[config.mk]
export PLATFORM = sky130hd
export DESIGN_NAME = pc_fetch_unit
export DESIGN_NICKNAME = d
export VERILOG_FILES = /design/src/rtl/pc_fetch_unit.sv
export SDC_FILE = /design/constraint.sdc
export NUM_CORES = 1
export LEC_CHECK = 0
export BUFFER_PORTS_ARGS = -buffer_cell sky130_fd_sc_hd__buf_2
export CORE_ASPECT_RATIO = 0.9
export CORE_MARGIN = 2
export CORE_UTILIZATION = 52
export CTS_CLUSTER_SIZE = 28
export DETAILED_ROUTE_END_ITERATION = 8
export PLACE_DENSITY = 0.86
export SLEW_MARGIN = 20
export SYNTH_ARGS = -nofsm -noshare
export SYNTH_HDL_FRONTEND = slang
export SYNTH_SLANG_ARGS = --single-unit
[constraint.sdc]
create_clock -name clk -period 3.3 [get_ports clk]
set_input_delay 0.495 -clock clk [delete_from_list [all_inputs] [get_ports clk]]
set_output_delay 0.495 -clock clk [all_outputs]
set_load 0.02 [all_outputs]
[src/rtl/pc_fetch_unit.sv]
// pc_fetch_unit: two-state fetch/decode sequencer holding PC, IR and a saturating taken-branch count
module pc_fetch_unit #(
  parameter logic [15:0] RESET_PC = 16'h0000
) (
  input  logic        clk,
  input  logic        rst_n,
  output logic        mem_read,
  output logic [15:0] mem_address,
  input  logic        mem_resp,
  input  logic [15:0] mem_rdata,
  output logic [15:0] pc_out,
  input  logic [15:0] br_add_out,
  input  logic [2:0]  cc,
  input  logic        stall,
  output logic [15:0] ir_out,
  output logic        ir_valid,
  output logic [15:0] taken_count
);
  typedef enum logic {FETCH, DECODE} state_t;
  state_t state, state_nx;
  logic capture, exit_dec, taken;
  assign mem_address = pc_out;
  assign taken = (ir_out[15:12] == 4'b0000) && |(ir_out[11:9] & cc);
  // next state and request: capture ends a fetch, an unstalled decode cycle ends a decode
  always_comb begin
    mem_read = (state == FETCH);
    capture  = (state == FETCH) && mem_resp;
    exit_dec = (state == DECODE) && !stall;
    state_nx = capture ? DECODE : exit_dec ? FETCH : state;
  end
  // state, PC, IR and branch counter; cc/br_add_out only matter on decode exit
  always_ff @(posedge clk or negedge rst_n) begin
    if (!rst_n) begin
      state       <= FETCH;
      pc_out      <= {RESET_PC[15:1], 1'b0};
      ir_out      <= 16'h0000;
      ir_valid    <= 1'b0;
      taken_count <= 16'h0000;
    end else begin
      state    <= state_nx;
      ir_valid <= capture;
      if (capture) begin
        ir_out <= mem_rdata;
        pc_out <= pc_out + 16'd2;
      end else if (exit_dec && taken) begin
        pc_out      <= {br_add_out[15:1], 1'b0};
        taken_count <= (&taken_count) ? taken_count : taken_count + 16'd1;
      end
    end
  end
endmodule

# Word level (Yosys, flattened, before mapping)
# Cells that the tools add are included.
# op_classes
n_mux	4
bitwise	4
n_reduce_logical	11
add_sub_neg	2
# ops
cell	count
16-bit two-way mux	2
16-bit by 1-bit adder with 16-bit output (second input constant)	1
16-bit by 2-bit adder with 16-bit output (second input constant)	1
16-bit AND reduction	1
1-bit logical AND	4
4-bit logical NOT	1
2-bit nonzero test	2
3-bit AND	1
1-bit NOT	3
3-bit AND reduction	1
3-bit OR reduction	1
1-bit two-way mux	2
1-bit logical NOT	1
# totals
elab_cells	26
reg_bits	50
output_inout_bits	66
input_bits	39

# Depth between registers and ports, before layout
# Gate-level depths: netlist (run 1).
# depth
ltp_word	6
ltp_mapped	7
depth_no_buf	5

# Worst setup path before layout (run 1)
# OpenSTA, ideal clock, no wires.
# synth_timing
path_kind	reg-to-reg
start	register ir_out[13]
end	register taken_count[1]
slack_ps	1205
t_required_ps	3175
path_stages_with_launch	6
arrival_time_ps	1970
setup_time_ps	125
path_buffers	1
path_cell_list	dfrtp_1 or4_4 or3_1 buf_6 nor2_1 mux2_2
# synth_via
elab_chain_cells	4
# synth_rtl
item	line	source
from (decl)	15	output logic [15:0] ir_out,
from (signal assigned)	43	ir_out <= mem_rdata;
4-bit logical NOT	23	assign taken = (ir_out[15:12] == 4'b0000) && |(ir_out[11:9] & cc);
1-bit logical AND	23	
1-bit logical AND	45	end else if (exit_dec && taken) begin
3-bit AND reduction (no source line)	--	
to (signal assigned)	47	taken_count <= (&taken_count) ? taken_count : taken_count + 16'd1;
to (decl)	17	output logic [15:0] taken_count
# No other way between the ends.
# A chain may end at the register's enable or synchronous reset.

# Worst setup path in the final report (run 1)
# layout_timing
start	register ir_out[13]
end	register taken_count[7]
# Same word-level chain as after synthesis.

==> results of run 1 <==
==> worst max path at each step <==
stage / slack [ps] / end / from / cells past startpoint
global route: 650 / mem_address[7] / state / 5
global placement: 830 / mem_address[7] / mem_resp / 6
floorplan: 1210 / taken_count[1] / ir_out[13] / 5
finish: 840 / taken_count[7] / ir_out[13] / 5
detailed placement: 740 / mem_address[7] / mem_resp / 6
CTS: 850 / taken_count[7] / ir_out[13] / 5
==> cells in the mapped netlist, types with 2 or more instances <==
master / n / share of area [%]
a32oi_1: 2 / 0.69
nor4_1: 6 / 1.5
nor3_1: 7 / 1.4
buf_2: 3 / 0.59
xnor2_1: 5 / 1.7
a21oi_1: 2 / 0.40
xor2_1: 11 / 3.8
a22o_1: 2 / 0.69
a22oi_1: 3 / 0.89
o31a_1: 2 / 0.69
nand2_1: 67 / 10
nor4_2: 2 / 0.99
nand4_1: 12 / 3.0
inv_1: 6 / 0.89
nand3_1: 10 / 2.0
and3_1: 3 / 0.74
mux2_2: 2 / 0.89
o21ai_0: 7 / 1.4
nand2b_1: 3 / 0.74
nor2_1: 15 / 2.2
a31oi_1: 2 / 0.49
a221o_1: 4 / 1.6
buf_4: 17 / 5.0
ha_1: 2 / 0.99
clkbuf_1: 6 / 0.89
dfrtp_1: 49 / 49
==> metal layers <==
| layer | up-vias | wire length [µm] | global-route usage, % |
|---|---|---|---|
| li1 | 1089 | - | - |
| met1 | 1085 | 2725 | 30.49 |
| met2 | 87 | 2867 | 36.23 |
| met3 | 6 | 357 | 5.297 |
| met4 | 0 | 51 | 6.548 |
| met5 | - | 0 | 0 |
==> state kept, by name, indices dropped and copies added (netlist names) <==
name         flops
ir_valid         1
state            1
ir_out          16
taken_count     16
mem_address     15
==> critical path: cells and delay by family, from the launching register on <==
family | cells | cell delay, ps
buf+inv | 1 | 260
flops | 1 | 400
simple gates | 3 | 1490
xor+xnor | 1 | 220
==> cell type report <==
type,count,area (µm²)
Multi-Input combinational cell,188,1099
Clock buffer,5,68.82
Tap cell,65,81.33
Inverter,7,26.28
Clock inverter,3,22.52
Timing Repair Buffer,105,538.0
Sequential cell,49,1226
Fill cell,399,1713
==> power groups by stage <==
stage          sequential, µW  combinational, µW  clock (µW)
3_5_place_dp              870                696           0
5_1_grt                   886                747         391
2_1_floorplan             996                377           0
6_report                  864                689         354
3_3_place_gp              860                680           0
4_1_cts                   860                695         366
==> per-stage QoR <==
stage | util, % | hold slack (ps) | cells
floorplan | - | 199.4 | 272
global placement | 62.16 | 453.9 | 414
detailed placement | 62.16 | 461.2 | 414
CTS | 64.07 | 369.3 | 422
global route | 64.12 | 244.7 | 422
finish | 64.12 | 212.3 | 422
==> kinds of logic after synthesis <==
logic type | synth area share (%)
AOI/OAI and AO/OA | 9.209
other | 0.1484
xor gates and xnor gates | 5.544
adders and majority gates | 0.9899
and+or+nand+nor | 26.09
DFF | 48.52
muxes | 0.8910
buffers and inverters | 8.613
==> layout by cell type (no fill, tap or decap), types with 2 or more instances in the layout <==
master	synthesis	routed
nor2_1	15	15
and3_1	3	3
mux2_2	2	2
o31a_1	2	2
nand2b_1	3	3
nand4_1	12	12
xnor2_1	5	5
a22oi_1	3	3
xor2_1	11	11
a221o_1	4	4
nor4_2	2	3
nand2_1	67	67
buf_4	17	5
buf_2	3	100
nor4_1	6	5
clkbuf_8	0	5
a31oi_1	2	2
a32oi_1	2	2
a22o_1	2	2
nand3_1	10	10
ha_1	2	2
o21ai_0	7	7
clkinvlp_4	0	3
nor3_1	7	6
conb_1	1	2
inv_1	6	6
dfrtp_1	49	49
a21oi_1	2	2
==> flow_summary.json, run 1 <==
{
  "fin_crit_ps": 2457,
  "syn-instance-count": 271,
  "start_kind": "register",
  "path_class": "register to register",
  "cts_setup_buffers": 0,
  "reg2reg_depth": 5,
  "synthFlopType": "dfrtp_1",
  "first_global_vias": 2126,
  "place_hpwl_mm": 4.291,
  "synth.distinct_cells": 47,
  "die_area_um2": 5435,
  "antenna_left": 0,
  "slowest_delay_ps": 570,
  "die_h_um": 70.14,
  "die_w_um": 77.49,
  "ir_drop_uv": 285.0,
  "cp_max_fo": 10,
  "num_antenna_cells": 0,
  "dpl_cell_area_um2": 2968,
  "reg2reg_from": "ir_out[13]",
  "tritoncts": "yes",
  "ys_seq_elements": 49,
  "clockPowerShare_pct": 18.6,
  "worstSetupEndpointType": "register",
  "fin_crit_sh_pct": 74.45,
  "totalWireLength_mm": 6.001,
  "drv_slew": 0,
  "grt_max_degree": 50,
  "final.setup.tns_ps": 0,
  "remaining_drc_errors": 0,
  "clock.fmax_mhz": 407.1,
  "cap_violations": 0,
  "grt_first_pass_wirelength_mm": 9.839,
  "clockRootBuffer": "clkbuf_8",
  "syn2layout_area_growth_pct": 21.14,
  "pwr-share-seq_pct": 45.3,
  "grt_use_total_pct": 22.50,
  "antenna_found_initial": 0,
  "wire_per_inst_um": 14.22,
  "cp.required_ps": 3510,
  "synth_edf_count": 0,
  "rows": 24,
  "powerDensity_nw_per_um2": 622.8,
  "overflow": 0,
  "fin_area_um2": 3062,
  "reg2reg_to": "taken_count[7]",
  "skew_ps": 4.282,
  "setup_viol": 0,
  "cellInternalPower_uw": 1112,
  "syn_area_per_cell_um2": 9.326,
  "ys_seq_area_share_pct": 48.51,
  "r2r_setup_slack_ps": 840,
  "crit_chain": "or4_4 -> or3_1 -> buf_4 -> nor4_1 -> xor2_1",
  "synthesis.area_um2": 2527,
  "routabilityCongestion": 0.8430,
  "vias": 2267,
  "worstMarginPinSlew_ps": 768.8,
  "core_um2": 4775,
  "power.switching_uw": 795.3,
  "fin_nets": 397,
  "switching_share_pct": 41.71,
  "dp_slack_ps": 737.0,
  "cts_hold_buf": 0,
  "cts.sinks": 49,
  "clock_latency_ps": 300,
  "numCtsBuffers": 5,
  "slowest_stage": "or4_4",
  "min_path_type": "input pin to asynchronous set/reset pin",
  "viasPerCell": 5.372,
  "ctsResizeCount": 0,
  "portBuffers": 101,
  "fin_ws_ps": 843.3,
  "power.share.combinational_pct": 36.1,
  "clock_path_buffers": 2,
  "dr.pass1.iters": 4,
  "critical_path_arrival_ps": 2670,
  "async_reset_ff_share_pct": 100.0,
  "p_leak_uw": 0.001635,
  "drive_above_1_share_pct": 34.73,
  "path_clk_slew_ps": 90,
  "htree_levels": 2,
  "synth_warnings": 0,
  "drt_iter0_drc": 113,
  "hold_viol": 0,
  "initial_core_util_pct": 52.94,
  "slew_headroom_pct": 48.43,
  "status": "finished clean",
  "power.total_uw": 1907,
  "ioPinCount": 105,
  "rsz0062_at_grt": "false"
}
No activity file was read; power rests on OpenSTA's default activity.
==> run 2, diff against run 1 <==
--- a/config.mk
+++ b/config.mk
@@ -5,13 +5,14 @@
 export SDC_FILE = /design/constraint.sdc
 export NUM_CORES = 1
 export LEC_CHECK = 0
+export ABC_AREA = 1
 export BUFFER_PORTS_ARGS = -buffer_cell sky130_fd_sc_hd__buf_2
 export CORE_ASPECT_RATIO = 0.9
 export CORE_MARGIN = 2
-export CORE_UTILIZATION = 52
+export CORE_UTILIZATION = 45
 export CTS_CLUSTER_SIZE = 28
 export DETAILED_ROUTE_END_ITERATION = 8
-export PLACE_DENSITY = 0.86
+export PLACE_DENSITY = 0.77
 export SLEW_MARGIN = 20
 export SYNTH_ARGS = -nofsm -noshare
 export SYNTH_HDL_FRONTEND = slang
==> constraint.sdc (replaced) <==
create_clock -name clk -period 2 [get_ports clk]
set_input_delay 0.3 -clock clk [delete_from_list [all_inputs] [get_ports clk]]
set_output_delay 0.3 -clock clk [all_outputs]
set_load 0.02 [all_outputs]
==> flow_summary.json, run 2 <==
{
  "first_global_vias": 2496,
  "portBuffers": 101,
  "worstSetupEndpointType": "register",
  "powerDensity_nw_per_um2": 1191,
  "synth_top_cells_by_count": "nand2_1 (177), dfrtp_1 (49), nand3_1 (40)",
  "num_antenna_cells": 0,
  "cts.sinks": 49,
  "synth_top_cell_by_area": "dfrtp_1",
  "fin_nets": 535,
  "routabilityCongestion": 0.8817,
  "core_um2": 6148,
  "cts_hold_buf": 0,
  "clockPowerShare_pct": 17.1,
  "critical_path_arrival_ps": 1990,
  "final.setup.tns_ps": 0,
  "fin_crit_ps": 1780,
  "ys_seq_area_share_pct": 42.57,
  "die_w_um": 88.33,
  "syn-instance-count": 405,
  "antenna_left": 0,
  "dp_slack_ps": 247.1,
  "vias": 2847,
  "grt_util_met3_pct": 3.413,
  "ctsResizeCount": 0,
  "synth_area_leaders": "dfrtp_1 (43%), nand2_1 (23%), nand3_1 (7.0%)",
  "totalWireLength_mm": 6.987,
  "synthFlopType": "dfrtp_1",
  "numCtsBuffers": 5,
  "cp.required_ps": 2210,
  "drt_iter0_drc": 220,
  "busiest_layer": "met2",
  "power.share.combinational_pct": 42.6,
  "yosysMostFrequentCell": "nand2_1",
  "clock_path_buffers": 2,
  "layout_common_cells": "nand2_1 (177), buf_2 (101), dfrtp_1 (49)",
  "switching_share_pct": 45.73,
  "power.switching_uw": 1889,
  "final_common_cell": "nand2_1",
  "ys_seq_elements": 49,
  "dr.pass1.iters": 5,
  "antenna_found_initial": 0,
  "grt_use_total_pct": 20.53,
  "worstMarginPinSlew_ps": 626.8,
  "async_reset_ff_share_pct": 100.0,
  "clockRootBuffer": "clkbuf_8",
  "clock_latency_ps": 310,
  "path_class": "register to register",
  "place_hpwl_mm": 5.107,
  "cts_setup_buffers": 0,
  "wire_per_inst_um": 12.03,
  "synth_warnings": 0,
  "r2r_setup_slack_ps": 220,
  "rows": 27,
  "drv_slew": 0,
  "slew_headroom_pct": 58.22,
  "cap_violations": 0,
  "status": "finished clean",
  "setup_viol": 0,
  "path_clk_slew_ps": 90,
  "hold_viol": 0,
  "drive_above_1_share_pct": 27.53,
  "synth_edf_count": 0,
  "grt_max_degree": 50,
  "rsz0062_at_grt": "false",
  "p_leak_uw": 0.001910,
  "overflow": 0,
  "fin_ws_ps": 219.9,
  "grtUsageMet2_pct": 31.20,
  "use_met1_pct": 29.91,
  "synth.distinct_cells": 27,
  "clock.fmax_mhz": 561.8,
  "syn2layout_area_growth_pct": 20.42,
  "min_path_type": "input pin to asynchronous set/reset pin",
  "syn_area_per_cell_um2": 7.112,
  "grt_first_pass_wirelength_mm": 11.52,
  "cp_max_fo": 11,
  "fin_crit_sh_pct": 89.00,
  "ir_drop_uv": 487.5,
  "synthesis.area_um2": 2880,
  "start_kind": "register",
  "die_area_um2": 7058,
  "cellInternalPower_uw": 2241,
  "initial_core_util_pct": 46.85,
  "tritoncts": "yes",
  "skew_ps": 4.924,
  "pwr-share-seq_pct": 40.3,
  "viasPerCell": 4.900,
  "synth.top_cell.area_share_pct": 42.57,
  "remaining_drc_errors": 0,
  "ioPinCount": 105,
  "htree_levels": 2,
  "die_h_um": 79.90
}
## run 2: cell types whose count changed in the layout (fill, tap and decap cells not counted), moves of 4 or more
| cell | delta |
|---|---|
| nor4_1 | -5 |
| xnor2_1 | -5 |
| nand4_1 | -4 |
| o21ai_2 | +7 |
| nor3_1 | -5 |
| nor2_1 | +18 |
| nand2_2 | +5 |
| xor2_1 | -8 |
| nand2_1 | +110 |
| nand3_1 | +30 |
| a221o_1 | -4 |
| inv_1 | +19 |
| nor2_4 | +4 |
## run 2: cells by family after synthesis
logic type	count (synthesis)	synth area share, %
compound gates	24	5.560
other cells	1	0.1302
buf+inv	54	9.991
flops	49	42.57
xor+xnor	3	0.9124
fa+ha+maj	2	0.8687
simple gates	272	39.97
## run 2: metal layers
metal	part of all wire [%]	vias to the layer above	routed length [µm]
li1	-	1434	-
met1	47	1296	3299
met2	45	111	3159
met3	6.4	6	449
met4	1.1	0	79
met5	0	-	0
## run 2: critical path, stage by stage, from the launching register on
cell     delay (ps)
dfrtp_1         450
ha_1            330
inv_2            80
nor2_4          210
nand2_4          80
nor2_4          120
nor2_4           80
buf_4           180
nand2_1          90
o21ai_2          50
## run 2: power groups by stage
stage,Combinational (µW),Clock (µW),Sequential (µW)
final,1760,707,1660
after global routing,1950,744,1710
after CTS,1780,717,1660
after detailed placement,1770,0,1670
after global placement,1730,0,1660
after floorplan,1010,0,1950
## run 2: layout make-up
cell class              instances  area, µm²
clock inverters                 2      35.03
flip-flops and latches         49       1226
repair buffers                108      558.0
multi-input cells             303       1370
inverters                      27      101.3
well taps                      87      108.9
fillers                       588       2680
clock buffers                   5      68.82
## run 2: worst paths after layout
kind / from / endpoint / depth (start not counted)
max: taken_count[0] / taken_count[10] / 9
min: rst_n / taken_count[0] / 2
max reg2reg: taken_count[0] / taken_count[10] / 9
min reg2reg: ir_out[2] / ir_out[2] / 2
max in group asynchronous: rst_n / mem_address[3] / 2
min in group clk: mem_rdata[6] / ir_out[6] / 3
## run 2: per-stage QoR
step	hold WS (ps)	cells	area (µm²)	total power [µW]	util [%]
finish	86.39	581	3468	4130	56.41
floorplan	4.409	406	2884	2952	-
global placement	445.7	574	3364	3396	54.72
global route	159.0	581	3468	4407	56.41
CTS	111.4	581	3468	4150	56.41
detailed placement	449.9	574	3364	3442	54.72
==> run 3, diff against run 2 <==
--- a/config.mk
+++ b/config.mk
@@ -12,7 +12,7 @@
 export CORE_UTILIZATION = 45
 export CTS_CLUSTER_SIZE = 28
 export DETAILED_ROUTE_END_ITERATION = 8
-export PLACE_DENSITY = 0.77
+export PLACE_DENSITY = 0.74
 export SLEW_MARGIN = 20
 export SYNTH_ARGS = -nofsm -noshare
 export SYNTH_HDL_FRONTEND = slang
==> flow_summary.json, run 3 (synthesis results as in run 2) <==
{
  "fin_nets": 534,
  "skew_ps": 5.574,
  "cp_max_fo": 14,
  "fillers": 614,
  "htree_levels": 2,
  "placedCellCount": 572,
  "viasPerCell": 4.909,
  "whs_endpoint": "ir_out[0]",
  "drive_above_1_share_pct": 27.13,
  "clock.fmax_mhz": 574.8,
  "critical_path_arrival_ps": 1930,
  "cts_setup_buffers": 0,
  "cap_violations": 0,
  "dr.pass1.iters": 4,
  "drt_iter0_drc": 200,
  "reg2reg_depth": 9,
  "layout_common_cells": "nand2_1 (177), buf_2 (101), dfrtp_1 (49)",
  "powerDensity_nw_per_um2": 1188,
  "fin_crit_sh_pct": 86.99,
  "ctsResizeCount": 0,
  "drv_slew": 0,
  "start_kind": "register",
  "rows": 27,
  "routabilityCongestion": 0.8654,
  "grt_use_total_pct": 20.60,
  "path_clk_slew_ps": 90,
  "ioPinCount": 105,
  "portBuffers": 101,
  "worstHoldStart": "mem_rdata[0]",
  "place_hpwl_mm": 5.200,
  "cts.sinks": 49,
  "status": "finished clean",
  "final.setup.tns_ps": 0,
  "ir_drop_uv": 550.2,
  "worstSetupEndpointType": "register",
  "antenna_found_initial": 0,
  "min_path_type": "input pin to register",
  "r2r_setup_slack_ps": 260,
  "final_common_cell": "nand2_1",
  "clock_latency_ps": 300,
  "power.total_uw": 4158,
  "tritoncts": "yes",
  "cp.required_ps": 2200,
  "remaining_drc_errors": 0,
  "grt_max_degree": 30,
  "path_delay_family": "simple AND/OR/NAND/NOR gates",
  "slew_headroom_pct": 62.52,
  "hold_depth": 3,
  "rsz0062_at_grt": "false",
  "crit_top_cell": "nor2_4",
  "numCtsBuffers": 5,
  "grt_first_pass_wirelength_mm": 11.64,
  "vias": 2852,
  "antenna_left": 0,
  "fin_util_pct": 56.94,
  "num_antenna_cells": 0,
  "fin_crit_ps": 1740,
  "overflow": 0,
  "p_leak_uw": 0.001917,
  "crit_chain": "ha_1 -> inv_2 -> nor2_4 -> nand2_4 -> nor2_4 -> nor2_4 -> buf_12 -> nand2_1 -> o21ai_2",
  "clockRootBuffer": "clkbuf_8",
  "reg2reg_from": "taken_count[0]",
  "setup_viol": 0,
  "path_class": "register to register",
  "reg2reg_to": "taken_count[11]",
  "die_w_um": 88.33,
  "slowest_delay_ps": 460,
  "worstMarginPinSlew_ps": 562.2,
  "clock_path_buffers": 2,
  "critPathBufInv": 2,
  "totalWireLength_mm": 6.989,
  "core_um2": 6148,
  "slowest_stage": "dfrtp_1",
  "hold_viol": 0,
  "syn2layout_area_growth_pct": 21.55,
  "initial_core_util_pct": 46.85,
  "die_h_um": 79.90,
  "fin_cells": 581,
  "first_global_vias": 2570,
  "die_area_um2": 7058,
  "wire_per_inst_um": 12.03
}
## run 3: cell types whose count changed in the layout (fill, tap and decap cells not counted), sizes merged
cell         change
buf              -2
clkbuf           +2
clkinv           -1
dlygate4sd3      +1
## run 3: stage by stage
stage | setup slack, ps | hold slack [ps] | instance area (µm²)
final | 260.2 | 194.2 | 3501
after global routing | 131.9 | 187.6 | 3501
after CTS | 261.0 | 185.3 | 3501
after detailed placement | 283.6 | 324.9 | 3374
after global placement | 304.8 | 321.8 | 3374
after floorplan | 350.5 | 4.409 | 2884
## run 3: final cells by class
cell class                 instances  area (µm²)  area share, %
timing repair buffer             107       578.1          16.51
tap                               87       108.9          3.109
clock inverter                     1       30.03         0.8578
clock buffer                       7       86.33          2.466
sequential                        49        1226          35.03
multi-input combinational        303        1370          39.13
inverter                          27       101.3          2.895
## run 3: per-layer routing
layer | global-route usage (%) | wire, µm | vias to the layer above
li1 | - | - | 1434
met1 | 29.42 | 3337 | 1311
met2 | 32.26 | 3158 | 102
met3 | 3.723 | 422 | 5
met4 | 5.303 | 70 | 0
met5 | 0 | 0 | -
## run 3: what timing repair did
item / in CTS / in global routing
setup endpoints to repair: 0 / 0
hold buffers: 1 / 0
endpoints found under the hold margin: 23 / 0
## run 3: worst max-delay path by stage
stage	startpoint	end	slack, ps	depth (start not counted)
after global placement	taken_count[0]	taken_count[12]	300	9
after detailed placement	taken_count[0]	taken_count[11]	280	9
final	taken_count[0]	taken_count[11]	260	9
after floorplan	taken_count[0]	taken_count[6]	350	9
after global routing	taken_count[0]	taken_count[11]	130	9
after CTS	taken_count[0]	taken_count[11]	260	9
## run 3: report_power, final
group	internal (µW)	switching, µW	total [µW]
Sequential	1270	392	1660
Combinational	606	1150	1750
Clock	408	332	740
## run 3: tightest hold or removal path: stages
cell     delay [ps]
buf_2            70
nand2_1          40
nand2_1          50
